--- src/rtl/vga_fb_arbiter_if.sv ---
// rtl/vga_fb_arbiter_if.sv - display, host-write and RAM signal bundle for vga_fb_arbiter
// VGA_FB_DOUBLE_BUF_EN adds vsync_in/swap_req/disp_bank and widens mem_addr by one bank bit.
interface vga_fb_arbiter_if #(
  parameter int ADDR_W = 19,
  parameter int DATA_W = 12,
  parameter int LVL_W  = 3
);
`ifdef VGA_FB_DOUBLE_BUF_EN
  localparam int MEM_AW = ADDR_W + 1;
`else
  localparam int MEM_AW = ADDR_W;
`endif

  logic              disp_rd_en;
  logic [ADDR_W-1:0] disp_addr;
  logic [DATA_W-1:0] disp_data;
  logic              disp_data_vld;
  logic              wr_valid;
  logic              wr_ready;
  logic [ADDR_W-1:0] wr_addr;
  logic [DATA_W-1:0] wr_data;
  logic [LVL_W-1:0]  fifo_level;
  logic              mem_en;
  logic              mem_we;
  logic [MEM_AW-1:0] mem_addr;
  logic [DATA_W-1:0] mem_wdata;
  logic [DATA_W-1:0] mem_rdata;
`ifdef VGA_FB_DOUBLE_BUF_EN
  logic              vsync_in;
  logic              swap_req;
  logic              disp_bank;
`endif

  modport master (
`ifdef VGA_FB_DOUBLE_BUF_EN
    output vsync_in, swap_req,
    input  disp_bank,
`endif
    output disp_rd_en, disp_addr, wr_valid, wr_addr, wr_data, mem_rdata,
    input  disp_data, disp_data_vld, wr_ready, fifo_level,
           mem_en, mem_we, mem_addr, mem_wdata
  );

  modport slave (
`ifdef VGA_FB_DOUBLE_BUF_EN
    input  vsync_in, swap_req,
    output disp_bank,
`endif
    input  disp_rd_en, disp_addr, wr_valid, wr_addr, wr_data, mem_rdata,
    output disp_data, disp_data_vld, wr_ready, fifo_level,
           mem_en, mem_we, mem_addr, mem_wdata
  );
endinterface

--- src/rtl/vga_fb_arbiter.sv ---
// rtl/vga_fb_arbiter.sv - single-port frame-buffer arbiter: display reads first, host writes drained from a FIFO
// Optional VGA_FB_DOUBLE_BUF_EN: bank bit on mem_addr, swapped on vsync rising edge after swap_req.
module vga_fb_arbiter #(
  parameter int ADDR_W     = 19,
  parameter int DATA_W     = 12,
  parameter int FIFO_DEPTH = 4,
  parameter int LVL_W      = 3
) (
  input  logic            vga_clk,
  input  logic            sys_rst_n,
  vga_fb_arbiter_if.slave bus
);
  localparam int PTR_W = $clog2(FIFO_DEPTH);
`ifdef VGA_FB_DOUBLE_BUF_EN
  localparam int MEM_AW = ADDR_W + 1;
`else
  localparam int MEM_AW = ADDR_W;
`endif
  localparam logic [LVL_W-1:0] DEPTH_L = LVL_W'(FIFO_DEPTH);

  logic [ADDR_W-1:0] fifo_addr_q [FIFO_DEPTH];
  logic [DATA_W-1:0] fifo_data_q [FIFO_DEPTH];
  logic [PTR_W-1:0]  wr_ptr_q, rd_ptr_q;
  logic [LVL_W-1:0]  level_q, level_d;
  logic              wr_ready_q;
  logic              mem_en_q, mem_we_q;
  logic [MEM_AW-1:0] mem_addr_q;
  logic [DATA_W-1:0] mem_wdata_q;
  logic              rd_pipe_q, vld_q;
  logic              push, pop;
  logic [MEM_AW-1:0] rd_full_addr, wr_full_addr;

`ifdef VGA_FB_DOUBLE_BUF_EN
  logic vsync_q, pending_q, bank_q;

  assign rd_full_addr  = {bank_q, bus.disp_addr};
  assign wr_full_addr  = {~bank_q, fifo_addr_q[rd_ptr_q]};
  assign bus.disp_bank = bank_q;

  // A swap_req landing on the toggling edge stays pending for the next vsync edge.
  always_ff @(posedge vga_clk or negedge sys_rst_n) begin
    if (!sys_rst_n) begin
      vsync_q   <= 1'b0;
      pending_q <= 1'b0;
      bank_q    <= 1'b0;
    end else begin
      vsync_q <= bus.vsync_in;
      if (bus.vsync_in && !vsync_q && pending_q) begin
        bank_q    <= ~bank_q;
        pending_q <= bus.swap_req;
      end else if (bus.swap_req) begin
        pending_q <= 1'b1;
      end
    end
  end
`else
  assign rd_full_addr = bus.disp_addr;
  assign wr_full_addr = fifo_addr_q[rd_ptr_q];
`endif

  always_comb begin
    push    = bus.wr_valid & wr_ready_q;
    pop     = ~bus.disp_rd_en & (level_q != '0);
    level_d = level_q;
    if (push && !pop)
      level_d = level_q + 1'b1;
    else if (pop && !push)
      level_d = level_q - 1'b1;
  end

  always_ff @(posedge vga_clk) begin
    if (push) begin
      fifo_addr_q[wr_ptr_q] <= bus.wr_addr;
      fifo_data_q[wr_ptr_q] <= bus.wr_data;
    end
  end

  always_ff @(posedge vga_clk or negedge sys_rst_n) begin
    if (!sys_rst_n) begin
      wr_ptr_q    <= '0;
      rd_ptr_q    <= '0;
      level_q     <= '0;
      wr_ready_q  <= 1'b0;
      mem_en_q    <= 1'b0;
      mem_we_q    <= 1'b0;
      mem_addr_q  <= '0;
      mem_wdata_q <= '0;
      rd_pipe_q   <= 1'b0;
      vld_q       <= 1'b0;
    end else begin
      level_q    <= level_d;
      wr_ready_q <= (level_d < DEPTH_L);
      rd_pipe_q  <= bus.disp_rd_en;
      vld_q      <= rd_pipe_q;
      if (push)
        wr_ptr_q <= wr_ptr_q + 1'b1;
      if (bus.disp_rd_en) begin
        mem_en_q   <= 1'b1;
        mem_we_q   <= 1'b0;
        mem_addr_q <= rd_full_addr;
      end else if (pop) begin
        mem_en_q    <= 1'b1;
        mem_we_q    <= 1'b1;
        mem_addr_q  <= wr_full_addr;
        mem_wdata_q <= fifo_data_q[rd_ptr_q];
        rd_ptr_q    <= rd_ptr_q + 1'b1;
      end else begin
        mem_en_q <= 1'b0;
        mem_we_q <= 1'b0;
      end
    end
  end

  assign bus.wr_ready      = wr_ready_q;
  assign bus.fifo_level    = level_q;
  assign bus.mem_en        = mem_en_q;
  assign bus.mem_we        = mem_we_q;
  assign bus.mem_addr      = mem_addr_q;
  assign bus.mem_wdata     = mem_wdata_q;
  assign bus.disp_data     = bus.mem_rdata;
  assign bus.disp_data_vld = vld_q;
endmodule

--- src/flat_wrapper.sv ---
// flat-port wrapper written by rule: the top's interface ports become plain ports
module vga_fb_arbiter_flat 
#(
  parameter int ADDR_W     = 19,
  parameter int DATA_W     = 12,
  parameter int FIFO_DEPTH = 4,
  parameter int LVL_W      = 3
)
  (vga_clk, sys_rst_n, bus_disp_rd_en, bus_disp_addr, bus_wr_valid, bus_wr_addr, bus_wr_data, bus_mem_rdata, bus_disp_data, bus_disp_data_vld, bus_wr_ready, bus_fifo_level, bus_mem_en, bus_mem_we, bus_mem_addr, bus_mem_wdata);
  vga_fb_arbiter_if #(.ADDR_W(ADDR_W), .DATA_W(DATA_W), .LVL_W(LVL_W)) bus_i ();
  input  logic vga_clk;
  input  logic sys_rst_n;
  input wire logic [$bits(bus_i.disp_rd_en)-1:0] bus_disp_rd_en;
  input wire logic [$bits(bus_i.disp_addr)-1:0] bus_disp_addr;
  input wire logic [$bits(bus_i.wr_valid)-1:0] bus_wr_valid;
  input wire logic [$bits(bus_i.wr_addr)-1:0] bus_wr_addr;
  input wire logic [$bits(bus_i.wr_data)-1:0] bus_wr_data;
  input wire logic [$bits(bus_i.mem_rdata)-1:0] bus_mem_rdata;
  output wire logic [$bits(bus_i.disp_data)-1:0] bus_disp_data;
  output wire logic [$bits(bus_i.disp_data_vld)-1:0] bus_disp_data_vld;
  output wire logic [$bits(bus_i.wr_ready)-1:0] bus_wr_ready;
  output wire logic [$bits(bus_i.fifo_level)-1:0] bus_fifo_level;
  output wire logic [$bits(bus_i.mem_en)-1:0] bus_mem_en;
  output wire logic [$bits(bus_i.mem_we)-1:0] bus_mem_we;
  output wire logic [$bits(bus_i.mem_addr)-1:0] bus_mem_addr;
  output wire logic [$bits(bus_i.mem_wdata)-1:0] bus_mem_wdata;
  assign bus_i.disp_rd_en = bus_disp_rd_en;
  assign bus_i.disp_addr = bus_disp_addr;
  assign bus_i.wr_valid = bus_wr_valid;
  assign bus_i.wr_addr = bus_wr_addr;
  assign bus_i.wr_data = bus_wr_data;
  assign bus_i.mem_rdata = bus_mem_rdata;
  assign bus_disp_data = bus_i.disp_data;
  assign bus_disp_data_vld = bus_i.disp_data_vld;
  assign bus_wr_ready = bus_i.wr_ready;
  assign bus_fifo_level = bus_i.fifo_level;
  assign bus_mem_en = bus_i.mem_en;
  assign bus_mem_we = bus_i.mem_we;
  assign bus_mem_addr = bus_i.mem_addr;
  assign bus_mem_wdata = bus_i.mem_wdata;
  vga_fb_arbiter #(.ADDR_W(ADDR_W), .DATA_W(DATA_W), .FIFO_DEPTH(FIFO_DEPTH), .LVL_W(LVL_W)) u_core (.vga_clk(vga_clk), .sys_rst_n(sys_rst_n), .bus(bus_i));
endmodule
--- config.mk ---
export PLATFORM = sky130hd
export DESIGN_NAME = vga_fb_arbiter_flat
export DESIGN_NICKNAME = d
export VERILOG_FILES = /design/src/rtl/vga_fb_arbiter_if.sv /design/src/rtl/vga_fb_arbiter.sv /design/src/flat_wrapper.sv
export SDC_FILE = /design/constraint.sdc
export NUM_CORES = 1
export LEC_CHECK = 0
export ABC_AREA = 1
export CORE_MARGIN = 2
export CORE_UTILIZATION = 53
export CTS_BUF_LIST = sky130_fd_sc_hd__clkbuf_16
export DETAILED_ROUTE_END_ITERATION = 10
export HOLD_SLACK_MARGIN = 0.1
export PLACE_DENSITY = 0.89
export SYNTH_ARGS = -nofsm -noshare
export SYNTH_HDL_FRONTEND = slang
export SYNTH_SLANG_ARGS = --single-unit
--- constraint.sdc ---
create_clock -name vga_clk -period 3.1 [get_ports vga_clk]
set_input_delay 0.62 -clock vga_clk [delete_from_list [all_inputs] [get_ports vga_clk]]
set_output_delay 0.62 -clock vga_clk [all_outputs]
set_load 0.02 [all_outputs]
==> out/results.txt <==
status: finished, final reports clean
post-layout min period: 2.19 ns
crit start category: input port
Vias/cell: 5.29
unique cell type count in the Yosys netlist: 18
Die X: 118 microns
die area: 13900 sq um
Pre-antenna DRT Iters: 5
initial antenna violation count: 0
register area share after synthesis: 69.8%
Int Pwr: 0.00509 W
Crit-path slowest cell: clkdlybuf4s50_1
clock share of power: 22.9%
slew at the pin with the worst max-slew slack: 1.00 ns
TritonCTS clock tree: built
root buf cell: clkbuf_16
# DRC: 0
adder-cell share of the synthesized area: 1.64%
CTS buffer count: 17
fraction of layout cells with a size suffix above 1: 6.78%
Port Buf Inserts: 91
CP Cell Sequence: clkdlybuf4s50_1, a21oi_2, inv_1, ha_1, nor2_1, nand3_1, nand2_1, nand2_1, o21ai_0
unrepaired setup endpoints after global routing: false
XOR/XNOR Fraction of Synth Area: 0.382%
commonest non-fill, non-tap cell in the layout: nand2_1
io pins: 116
Post-CTS Setup Repair Bufs: 0
GRT Total Usage: 22.2%
combinational fraction of design power: 37.1%
Max Clk Rate: 456 MHz
Syn Area/Cell: 10.7 sq um
worst skew pair latency: 0.42 ns
CTS sink count: 167
crit share post-route: 70.7%
CP max stage delay: 0.63 ns
CTS H-tree depth: 4
CP Data Required Time: 3.44 ns
drt wl/cell: 16.4 microns
RePlAce Congestion: 0.791
endpoints failing setup: 0
placed cell count: 877
Fin. Hold Viols: 0
final cell count without fillers: 909
Max FO, Critical Path: 13
Worst IR Drop VDD: 0.626 mV
setup TNS: 0 ns
PD cells: 966 nW/um^2
Post-DP HPWL: 9190 microns
Synth Area in Compound Gates: 2.44%
Post-DRT Antenna Nets: 0
sequential share of power: 40.0%
core area: 12600 sq um
critical path class: in2reg
number of global-route vias before repair: 4777
Net Sw Frac: 37.3%
Max clock buf depth: 2
Area growth, synth to finish: 22.4%
warning count from the yosys run: 0
mux contribution to synthesized area: 0%
Slew Viols, Final: 0
Netlist Area Pre-Place: 6870 sq um
largest family of logic cells by synthesized area: simple AND/OR/NAND/NOR gates
net switching power: 0.00304 W
Synth Area in Simple Gates: 19.8%
Hold Buf Count CTS: 0
Max transition margin: 33.3%
vias: 4805
first-pass GRT wire length: 23700 microns
Routed WL: 14900 microns
skew final: 0.00827 ns
leakage: 3.46 nW
Crit. End Element: register
# resized after CTS: 0
net count after synthesis: 718
Critical Path AT: 2.53 ns
Yosys reg bits: 167
clock-pin slew on the worst setup and hold paths: 0.06 ns
max cap viols: 0
Die H: 118 microns
GRT overflow: 0
Nets: 799
CP dominant cell by count: nand2_1
largest net degree at the start of global routing: 77
Mapped Cells: 643
Cell Rows: 41
HP Class: in2async
Initial Util: 54.5%
drt initial violations: 495
Inserted Diodes: 0
most frequent cells in the layout: nand2_1, edfxtp_1, clkdlybuf4s50_1
-- registers in the layout, indices dropped and copies added (netlist names), 2 cells and up, named ones only --
name and count:
u_core.bus.fifo_level 2, u_core.rd_ptr_q 2, u_core.bus.mem_wdata 12, u_core.wr_ptr_q 2, u_core.fifo_data_q 48, u_core.bus.mem_addr 19
u_core.fifo_addr_q 76
-- power by group through the flow --
stage	clock [W]	combinational (W)	sequential (W)
after floorplan	0	0.00159	0.00353
after CTS	0.00188	0.00301	0.00325
after detailed placement	0	0.00296	0.00328
final	0.00186	0.00301	0.00325
after global placement	0	0.00281	0.00326
after global routing	0.00199	0.00331	0.00330
-- through the flow --
step	setup WS, ns	power (W)	cell area [sq um]	hold WS (ns)	utilization [%]
6_report	0.909	0.00813	8410	0.351	66.7
5_1_grt	0.813	0.00859	8410	0.359	66.7
4_1_cts	0.940	0.00814	8410	0.352	66.7
3_5_place_dp	0.513	0.00624	7880	0.343	62.4
3_3_place_gp	0.645	0.00607	7880	0.335	62.4
2_1_floorplan	0.577	0.00513	6870	0.324	-
-- per-layer routing --
layer / wire (microns) / up-vias / global-route usage [%] / share of wire (%)
li1: - / 2242 / - / -
met1: 5830 / 2295 / 26.5 / 39
met2: 7590 / 225 / 38.2 / 51
met3: 1090 / 43 / 5.28 / 7.3
met4: 397 / 0 / 10.5 / 2.7
met5: 0 / - / 0 / 0
-- worst max-delay path: cells and delay by family --
family                     cells  cell delay [ns]
buffers and inverters          2             0.86
and+or+nand+nor                4             0.43
adders and majority gates      1             0.31
AOI/OAI and AO/OA              2             0.30
-- cell usage after synthesis --
cell type	instances	area (sq um)
buf_4	17	128
a22oi_1	1	7.51
inv_2	2	7.51
buf_6	1	11.3
buf_1	2	7.51
edfxtp_1	124	3720
o21ai_0	29	145
a21oi_1	3	15.0
ha_1	9	113
nand3_1	51	255
xor2_1	3	26.3
nand2_1	240	901
dfrtp_1	43	1080
nor2_1	54	203
clkbuf_1	8	30.0
clkbuf_2	1	5.00
buf_2	11	55.1
inv_1	44	165
-- path summary, 6_finish.rpt --
path	start	to	slack, ns	depth (start not counted)
setup / recovery	bus_disp_rd_en	register	0.91	9
hold / removal	sys_rst_n	u_core.bus.mem_addr[8]$_DFFE_PN0P_	0.35	1
setup reg to reg	u_core.bus.fifo_level[0]$_DFFE_PN0P_	register	1.05	10
hold reg to reg	u_core.rd_pipe_q$_DFF_PN0_	u_core.bus.disp_data_vld$_DFF_PN0_	0.35	0
max in group asynchronous	sys_rst_n	u_core.rd_ptr_q[0]$_DFFE_PN0P_	2.05	1
min in group vga_clk	u_core.rd_pipe_q$_DFF_PN0_	u_core.bus.disp_data_vld$_DFF_PN0_	0.35	0
-- layout make-up --
class | instances | area, sq um
flip-flops and latches | 167 | 4800
fillers | 852 | 4210
multi-input cells | 390 | 1700
repair buffers | 102 | 988
clock buffers | 17 | 425
well taps | 172 | 215
inverters | 46 | 173
clock inverters | 15 | 111
-- logic make-up (layout without fill, tap and decap cells) --
family / Yosys count / count (layout)
adder cells (fa/ha/maj): 9 / 9
AND/OR/NAND/NOR: 345 / 345
XOR/XNOR: 3 / 3
flip-flops: 167 / 167
AO/OA/AOI/OAI: 33 / 33
buffers and inverters: 86 / 180
No activity file was read; power rests on OpenSTA's default activity.
==> patch, RTL diff (config.mk and constraints unchanged) <==
`DATA_W` is set to 12 in 3 places; all go to 6.
--- a/src/rtl/vga_fb_arbiter_if.sv
+++ b/src/rtl/vga_fb_arbiter_if.sv
@@ -4,3 +4,3 @@
   parameter int ADDR_W = 19,
-  parameter int DATA_W = 12,
+  parameter int DATA_W = 6,
   parameter int LVL_W  = 3
--- a/src/rtl/vga_fb_arbiter.sv
+++ b/src/rtl/vga_fb_arbiter.sv
@@ -4,3 +4,3 @@
   parameter int ADDR_W     = 19,
-  parameter int DATA_W     = 12,
+  parameter int DATA_W     = 6,
   parameter int FIFO_DEPTH = 4,
--- a/src/flat_wrapper.sv
+++ b/src/flat_wrapper.sv
@@ -4,3 +4,3 @@
   parameter int ADDR_W     = 19,
-  parameter int DATA_W     = 12,
+  parameter int DATA_W     = 6,
   parameter int FIFO_DEPTH = 4,
Ports: changed (resized bus_disp_data, bus_mem_rdata, bus_mem_wdata and bus_wr_data); port bits go from 116 to 92. No check against the original RTL was run, so the function may have changed too.
==> patch against the original RTL <==
  * Design area shrank 16%
  * Fmax grew 4.5%
  * Sequential cell count shrank 30
  * Area after synthesis shrank 17%
  * Utilization grew 1.6 points
  * Count of clock-buffer cells in the layout is the same
  * Power shrank 13%
  * Register-to-register slack gained 0.05 ns
  * Critical path depth shrank 8
  * Worst setup slack gained 0.093 ns
  * Routed wire length shrank 17%
  * Critical path type is now register to primary output
  * Highest routed layer unchanged
==> patch: results (changes against the original RTL) <==
[layout]
fill_cells=696  ; -18%
finalNetCount=656  ; -18%
final_layout_size_suffix_gt1_frac=0.08746  ; +0.01962
n_antenna_cell=0  ; unchanged

[grt]
grtUsageMet3=0.06659  ; +0.01378
use_met2=0.3796  ; -0.002299
grt_max_degree=45  ; -42%
grt_pass1_vias=4095  ; -14%
grt_use_total=0.2289  ; +0.006609
use_met1=0.2645  ; about the same
grt_pass1_wl_um=19710  ; -17%

[timing]
finClkSkew_ns=0.01022  ; +0.001947 ns
worst_pin_slew_ns=0.8876  ; -0.1128 ns

[synth]
syn_area_per_cell_um2=11.05  ; +3.3%
syn-num-nets=577  ; -20%
synth_edf_count=100  ; -19%
synth.yosys.seq_area_share=0.6919  ; -0.006281
synthArstFlopShare=0.2701  ; +0.01259
ys_top_cells_by_area=edfxtp_1, dfrtp_1, nand2_1
synth.distinct_cells=21  ; +3
synthTopCellsByCount=nand2_1, edfxtp_1, nand3_1

[routing]
drt_iter0_drc=267  ; -46%
drt-total-wl_um=12360  ; -17%
viasPerCell=5.275  ; -0.21%
vias=3914  ; -19%

[power_and_ir_drop]
p_leak_nw=2.917  ; -16%
p_sw_frac=0.3525  ; -0.02098

[placement]
hpwl_um=7305  ; -20%
placed_area_um2=6487  ; -18%
io_buffers=79  ; -13%
dp.cells=710  ; -19%
gp_congestion=0.8223  ; +3.9%
dpl_worst_slack_ns=0.7934  ; +0.2808 ns

[status]
run_status=completed

[worst_setup_path]
reg2reg_slack_ns=1.10  ; +0.05 ns
worstPathMaxFanout=5  ; -8

[patch: cell count changes in the layout (fill, tap and decap cells not counted), sizes merged, moves of 10 or more]
cell	before	now
clkdlybuf4s50	90	78
edfxtp	124	100
inv	47	37
nand2	240	189
nand3	51	61
nor2	54	30
o21ai	29	18
[patch: cells by family (layout without fill, tap and decap cells)]
family | Yosys count | in the layout | synth area share
AOI/OAI and AO/OA | 22 | 22 | 0.02050
and+or+nand+nor | 280 | 280 | 0.1999
DFF | 137 | 137 | 0.6919
buffers and inverters | 63 | 155 | 0.06324
adders and majority gates | 9 | 9 | 0.01983
xor gates and xnor gates | 3 | 3 | 0.004628
[patch: layer usage]
metal | part of all wire | up-vias | wire [µm]
met5 | 0 | - | 0
met4 | 0.026 | 0 | 317
met3 | 0.075 | 29 | 927
met2 | 0.52 | 173 | 6429
met1 | 0.38 | 1853 | 4688
li1 | - | 1859 | -
[patch: final cells by class]
| class | instances | area, µm² | share of cell area |
|---|---|---|---|
| clock buffer | 17 | 425.4 | 0.06012 |
| clock inverter | 15 | 162.7 | 0.02299 |
| inverter | 35 | 133.9 | 0.01892 |
| multi-input combinational | 314 | 1400 | 0.1979 |
| sequential | 137 | 3930 | 0.5554 |
| tap | 136 | 170.2 | 0.02405 |
| timing repair buffer | 88 | 853.3 | 0.1206 |
[patch: stage by stage]
step                hold slack [ns]  power [mW]  utilization
global placement             0.3333       4.936       0.6256
global route                 0.3677       7.451       0.6823
finish                       0.3334       7.075       0.6823
detailed placement           0.3471       5.055       0.6256
floorplan                    0.3244       4.302            -
CTS                          0.3441       7.081       0.6823
[patch: worst max-delay path by stage]
| stage | from | endpoint | slack, ns |
|---|---|---|---|
| 2_1_floorplan | bus_wr_valid | u_core.fifo_addr_q[0][0] | 0.84 |
| 3_3_place_gp | bus_disp_rd_en | register | 0.91 |
| 3_5_place_dp | bus_disp_rd_en | register | 0.79 |
| 4_1_cts | register | bus_fifo_level[2] | 0.99 |
| 5_1_grt | register | bus_fifo_level[2] | 0.96 |
| 6_report | register | bus_fifo_level[2] | 1.00 |
[patch: power groups by stage]
stage	Sequential, mW	Combinational (mW)	Clock, mW
2_1_floorplan	2.90	1.40	0
3_3_place_gp	2.72	2.22	0
3_5_place_dp	2.74	2.31	0
4_1_cts	2.72	2.37	1.99
5_1_grt	2.76	2.62	2.06
6_report	2.72	2.37	1.98
